**src/rtl/uart_pkg.sv**
```systemverilog
// -----------------------------------------------------------------------------
// uart_pkg
// Shared definitions for the UART transmit arbiter:
//   - uart_state_t        : arbiter FSM states (IDLE / XFER / WAIT)
//   - UART_N_REQ_DEF      : default number of requesters
//   - UART_DATA_W_DEF     : default byte width written to the UART core
// -----------------------------------------------------------------------------
package uart_pkg;

   localparam int UART_N_REQ_DEF  = 4;
   localparam int UART_DATA_W_DEF = 8;

   typedef enum logic [1:0] {
      IDLE = 2'd0,
      XFER = 2'd1,
      WAIT = 2'd2
   } uart_state_t;

endpackage

```
**src/rtl/uart_rr_picker.sv**
```systemverilog
// -----------------------------------------------------------------------------
// uart_rr_picker
// Circular priority search: returns the first asserted bit of req, starting
// at rr_ptr+1 and wrapping, so the last-served requester has lowest priority.
// Ports:
//   req    in  N_REQ  : request levels
//   rr_ptr in  IDX_W  : index of the requester served last
//   found  out 1      : at least one request is pending
//   index  out IDX_W  : winning requester (0 when found=0)
// -----------------------------------------------------------------------------
module uart_rr_picker #(
   parameter  int N_REQ = 4,
   localparam int IDX_W = $clog2(N_REQ)
) (
   input  logic [N_REQ-1:0] req,
   input  logic [IDX_W-1:0] rr_ptr,
   output logic             found,
   output logic [IDX_W-1:0] index
);

   int               cand;
   logic [IDX_W-1:0] cand_idx;

   // Walk from the farthest candidate back to the nearest one so that the
   // closest requester after rr_ptr is the final (winning) assignment.
   always_comb begin
      found    = 1'b0;
      index    = '0;
      cand     = 0;
      cand_idx = '0;
      for (int k = N_REQ; k >= 1; k--) begin
         cand     = (int'(rr_ptr) + k) % N_REQ;
         cand_idx = IDX_W'(cand);
         if (req[cand_idx]) begin
            found = 1'b1;
            index = cand_idx;
         end
      end
   end

endmodule

```
**src/rtl/uart_tx_arbiter.sv**
```systemverilog
// -----------------------------------------------------------------------------
// uart_tx_arbiter
// Round-robin arbiter sharing one UART transmit path among N_REQ requesters.
// Each granted byte is written with a one-cycle write_uart strobe and a
// one-hot ack to the owner, followed by one WAIT cycle so tx_full reflects
// the write before the next decision.
//
// Optional feature (macro UART_ARB_LOCK_EN): the grant stays with the owner
// across bytes until a byte marked req_last=1 is written (or the owner
// withdraws). Without the macro req_last is ignored.
//
// Ports:
//   clk_100MHz in  1            : clock, rising edge
//   reset      in  1            : asynchronous active-high reset
//   req        in  N_REQ        : per-requester byte-pending level
//   req_data   in  N_REQ*DATA_W : requester i at [i*DATA_W +: DATA_W]
//   req_last   in  N_REQ        : last byte of packet (lock build only)
//   tx_full    in  1            : UART core TX FIFO full
//   ack        out N_REQ        : one-hot pulse, owner's byte was written
//   write_uart out 1            : write strobe to UART core
//   write_data out DATA_W       : byte to UART core
//   owner      out $clog2(N_REQ): current grant holder
//   busy       out 1            : FSM not in IDLE
// -----------------------------------------------------------------------------
module uart_tx_arbiter
   import uart_pkg::*;
#(
   parameter int N_REQ  = UART_N_REQ_DEF,
   parameter int DATA_W = UART_DATA_W_DEF
) (
   input  logic                     clk_100MHz,
   input  logic                     reset,
   input  logic [N_REQ-1:0]         req,
   input  logic [N_REQ*DATA_W-1:0]  req_data,
   input  logic [N_REQ-1:0]         req_last,
   input  logic                     tx_full,
   output logic [N_REQ-1:0]         ack,
   output logic                     write_uart,
   output logic [DATA_W-1:0]        write_data,
   output logic [$clog2(N_REQ)-1:0] owner,
   output logic                     busy
);

   localparam int IDX_W = $clog2(N_REQ);

   uart_state_t      state_q,      state_d;
   logic [IDX_W-1:0] owner_q,      owner_d;
   logic [IDX_W-1:0] rr_ptr_q,     rr_ptr_d;
   logic             write_uart_q, write_uart_d;
   logic [DATA_W-1:0] write_data_q, write_data_d;
   logic [N_REQ-1:0] ack_q,        ack_d;

   logic             pick_found;
   logic [IDX_W-1:0] pick_index;

`ifdef UART_ARB_LOCK_EN
   // req_last of the byte just written, decides lock hold vs release in WAIT
   logic             last_q, last_d;
`else
   // req_last has no meaning when every byte re-arbitrates
   logic             unused_req_last;
   assign unused_req_last = ^req_last;
`endif

   uart_rr_picker #(
      .N_REQ (N_REQ)
   ) u_picker (
      .req    (req),
      .rr_ptr (rr_ptr_q),
      .found  (pick_found),
      .index  (pick_index)
   );

   always_comb begin
      state_d      = state_q;
      owner_d      = owner_q;
      rr_ptr_d     = rr_ptr_q;
      write_uart_d = 1'b0;
      write_data_d = write_data_q;
      ack_d        = '0;
`ifdef UART_ARB_LOCK_EN
      last_d       = last_q;
`endif
      case (state_q)
         IDLE: begin
            if (pick_found) begin
               owner_d = pick_index;
               state_d = XFER;
            end
         end
         XFER: begin
            // A withdrawn owner forfeits the grant (and any lock)
            if (!req[owner_q]) begin
               state_d = IDLE;
            end else if (!tx_full) begin
               write_uart_d   = 1'b1;
               write_data_d   = req_data[int'(owner_q)*DATA_W +: DATA_W];
               ack_d[owner_q] = 1'b1;
               state_d        = WAIT;
`ifdef UART_ARB_LOCK_EN
               last_d         = req_last[owner_q];
`endif
            end
         end
         WAIT: begin
`ifdef UART_ARB_LOCK_EN
            if (last_q) begin
               rr_ptr_d = owner_q;
               state_d  = IDLE;
            end else begin
               state_d  = XFER;
            end
`else
            rr_ptr_d = owner_q;
            state_d  = IDLE;
`endif
         end
         default: state_d = IDLE;
      endcase
   end

   always_ff @(posedge clk_100MHz or posedge reset) begin
      if (reset) begin
         state_q      <= IDLE;
         owner_q      <= '0;
         rr_ptr_q     <= IDX_W'(N_REQ - 1);
         write_uart_q <= 1'b0;
         write_data_q <= '0;
         ack_q        <= '0;
`ifdef UART_ARB_LOCK_EN
         last_q       <= 1'b0;
`endif
      end else begin
         state_q      <= state_d;
         owner_q      <= owner_d;
         rr_ptr_q     <= rr_ptr_d;
         write_uart_q <= write_uart_d;
         write_data_q <= write_data_d;
         ack_q        <= ack_d;
`ifdef UART_ARB_LOCK_EN
         last_q       <= last_d;
`endif
      end
   end

   assign ack        = ack_q;
   assign write_uart = write_uart_q;
   assign write_data = write_data_q;
   assign owner      = owner_q;
   assign busy       = (state_q != IDLE);

endmodule

```
**config.mk**
```make
export PLATFORM = sky130hd
export DESIGN_NAME = uart_tx_arbiter
export DESIGN_NICKNAME = d
export VERILOG_FILES = /design/src/rtl/uart_pkg.sv /design/src/rtl/uart_rr_picker.sv /design/src/rtl/uart_tx_arbiter.sv
export SDC_FILE = /design/constraint.sdc
export NUM_CORES = 1
export LEC_CHECK = 0
export CORE_AREA = 2 2 59 55
export CTS_BUF_LIST = sky130_fd_sc_hd__clkbuf_8
export CTS_CLUSTER_SIZE = 24
export DETAILED_ROUTE_END_ITERATION = 8
export DIE_AREA = 0 0 61 57
export PLACE_DENSITY_LB_ADDON = 0.1
export RECOVER_POWER = 25
export SYNTH_ARGS = -nofsm -noshare
export SYNTH_HDL_FRONTEND = slang
export SYNTH_SLANG_ARGS = --single-unit
```
**constraint.sdc**
```tcl
create_clock -name clk_100MHz -period 2.1 [get_ports clk_100MHz]
set_input_delay 0.21 -clock clk_100MHz [delete_from_list [all_inputs] [get_ports clk_100MHz]]
set_output_delay 0.21 -clock clk_100MHz [all_outputs]
set_load 0.02 [all_outputs]
```
==> results summary <==
Setup total negative slack on the finished layout was measured at 0 ns. The vertical die dimension came out at 57 um. The launching element type of the critical path is a register. The total non-filler cell area in the finished layout is 1730 sq um.

The slew at the pin with the worst max-slew slack is 0.722 ns. The initial antenna violation count came out at 0. The time the final worst path needs with I/O delays and setup came out at 1.70 ns.

59 I/O pins were placed. The area of the mapped netlist is 1070 sq um. Summing all placed instances gives a cell area of 1690 sq um.

The total overflow left after global routing is 0. The critical path is of the reg2out type. The remaining number of nets flagged by the antenna check after routing is 0. The number of hold-slack violations in the final timing report was 0. The CTS buffer count came out at 3. The number of antenna diodes in the final layout is 0. TritonCTS built the clock tree. The number of global-route vias before repair is 862. The floorplan has 19 rows. Across every metal layer, demand over resource in global routing totals 0.152. The count of port buffers added during placement came out at 54.

Clock skew on the completed layout was measured at 0.00221 ns. The delay of the slowest cell on the worst path came out at 0.53 ns. The static leakage is 0.739 nW. The signed area change from the synthesized netlist to the final layout is 61.9%. The total power is 0.00197 W. The critical path goes through nor2_1 -> inv_1 -> clkdlybuf4s50_1. In this run the post-CTS setup repair buffer count came out at 0. The post-synthesis sequential element count came out at 19. The routability congestion estimate from global placement came out at 0.800.

The number of different library cells used by synthesis comes to 28. The post-synth net total came out at 121. The final-report max-slew violation count is 0. The latest clock arrival within the worst-skew pair came out at 0.26 ns. The arrival time at the worst endpoint came out at 1.49 ns.

The largest net degree at the start of global routing is 20. The DRC marker count from the first detailed-route iteration is 10. The share of the Yosys chip area taken by registers is 0.447. Registers take 478 sq um. The count of fill cells added during filler insertion is 259. The power per cell area is 1140 nW/um^2.

The root buffer cell chosen for the clock tree is clkbuf_8. The core region is 2920 sq um. The average cell area after synthesis is 13.7 sq um. The average wire per cell in the routed design came out at 14.1 um. The first global-routing pass estimated 3910 um of wire. Of all nets on the critical path, the largest fanout is 5. The max capacitance violation total is 0. The headroom to the max-slew limit came out at 0.518. Synthesis handed over a netlist of 78 instances. Setup violations remaining at the end of the flow were counted as 0. The highest metal layer with signal wires is met4. Clock-pin slew was measured on the worst setup and hold paths at 0.08 ns. Static timing analysis puts the maximum clock frequency at 587 MHz. In the layout the commonest cells are clkdlybuf4s50_1 (53), dfrtp_1 (17), mux2_2 (8), inv_1 (8), mux4_1 (8). Detailed placement finished with a half-perimeter wire length of 1970 um. For this run, the post-layout net count is 183. After detailed routing, the number of remaining DRC violations is 0. The die span in x is 61 um. The effective utilization at floorplan is 0.366. Clock tree synthesis found a total of 19 sinks. The total via count in the routed design came out at 882. The count of hold buffers inserted by post-cts repair is 0.

In this run the deepest clock path goes through 2 buffers. The count of cells resized by post-cts repair came out at 0. The met2 wire length came out at 1220 um. The first TritonRoute pass finished after 4 iterations. The H-tree depth is 1.

The wire length on met3 came out at 213 um. Of the cells placed in the final design, the portion with a size suffix greater than 1 is 0.165. The flow ran to the end, and the final reports show no timing, DRC or antenna violations.

Yosys printed 0 warnings. The data required time of the worst path is 1.89 ns. The slowest stage of the critical path belongs to the cell clkdlybuf4s50_1. Setup repair after global routing left no endpoint under its margin. In the final routing, the length of wire on met1 measures 1100 um. The final worst-path cycle share is 0.811. Leaving out fill and tap cells, the most frequent cell in the layout is clkdlybuf4s50_1. The post-detailed-routing wire length came out at 2540 um.

STA classifies the critical path endpoint as a primary output. The via-per-instance ratio came out at 4.87. The type of the worst min-delay path is in2async. The multi-input combinational cell area came out at 547 sq um. The largest vdd supply drop came out at 0.728 mV.

The die outline area is 3480 sq um.
[critical path, delay by kind of cell, from the launching register on]
family / cells / cell delay, ns
AND/OR/NAND/NOR: 1 / 0.19
buffers and inverters: 2 / 0.59
flip-flops: 1 / 0.46
[kinds of logic (layout without fill, tap and decap cells)]
| kind of cell | count (synthesis) | after routing | synth area share |
|---|---|---|---|
| muxes | 19 | 19 | 0.325 |
| buffers and inverters | 10 | 71 | 0.0421 |
| DFF | 19 | 19 | 0.447 |
| and+or+nand+nor | 20 | 20 | 0.118 |
| AOI/OAI and AO/OA | 10 | 10 | 0.0678 |
[cell usage after synthesis (all sizes together)]
library cell / number / area [sq um]
mux2i: 1 / 10.0
nor2: 3 / 11.3
mux4: 9 / 233
nand2: 5 / 26.3
nor3: 2 / 10.0
or4: 1 / 7.51
dfrtp: 17 / 425
nor3b: 3 / 33.8
a31oi: 2 / 12.5
dfstp: 2 / 52.6
mux2: 9 / 105
inv: 8 / 30.0
a2111o: 1 / 11.3
and2: 1 / 6.26
nor2b: 1 / 6.26
a21boi: 1 / 7.51
o21ai: 2 / 10.0
a41o: 1 / 10.0
o32a: 1 / 10.0
buf: 2 / 15.0
nand2b: 4 / 25.0
o22ai: 1 / 6.26
a21oi: 1 / 5.00
[flip-flops by register name, summed over array words and instances, names as in the netlist]
signal	cells
write_data	8
write_uart	1
ack	4
rr_ptr_q	2
owner	2
state_q	2
[layer usage]
| layer | global-route usage | vias to the layer above |
|---|---|---|
| met4 | 0.0373 | 0 |
| li1 | - | 419 |
| met5 | 0 | - |
| met1 | 0.192 | 424 |
| met3 | 0.0590 | 2 |
| met2 | 0.246 | 37 |
[per-stage QoR]
step,setup slack [ns],utilization,std cells,hold slack [ns]
detailed placement,0.176,0.576,177,0.495
floorplan,0.397,-,78,0.160
CTS,0.380,0.592,181,0.399
finish,0.397,0.592,181,0.506
global placement,0.210,0.576,177,0.488
global route,0.320,0.592,181,0.530
[layout make-up]
type,instances,area share
timing repair buffer,59,0.334
multi-input combinational,49,0.316
sequential,19,0.276
tap,42,0.0303
clock buffer,3,0.0238
inverter,8,0.0173
clock inverter,1,0.00289
[final timing paths]
path | startpoint | end | slack [ns] | cells after the start
setup reg to reg | owner[0] | write_data[2] | 0.40 | 3
hold / removal | reset | write_data[6] | 0.51 | 2
min in group clk_100MHz | write_data[1] | write_data[1] | 0.51 | 1
max in group asynchronous | reset | write_data[3] | 1.14 | 2
hold reg to reg | write_data[1] | write_data[1] | 0.51 | 1
setup / recovery | state_q[1] | busy | 0.40 | 3
[report_power, final]
group | leakage (nW) | total (W) | switching, W | internal [W]
Combinational | 0.481 | 0.00106 | 0.000449 | 0.000607
Clock | 0.0255 | 0.000262 | 0.000129 | 0.000132
Sequential | 0.233 | 0.000650 | 0.000123 | 0.000527
Total | 0.739 | 0.00197 | 0.000702 | 0.00127
Power figures use the tool's default switching activity.
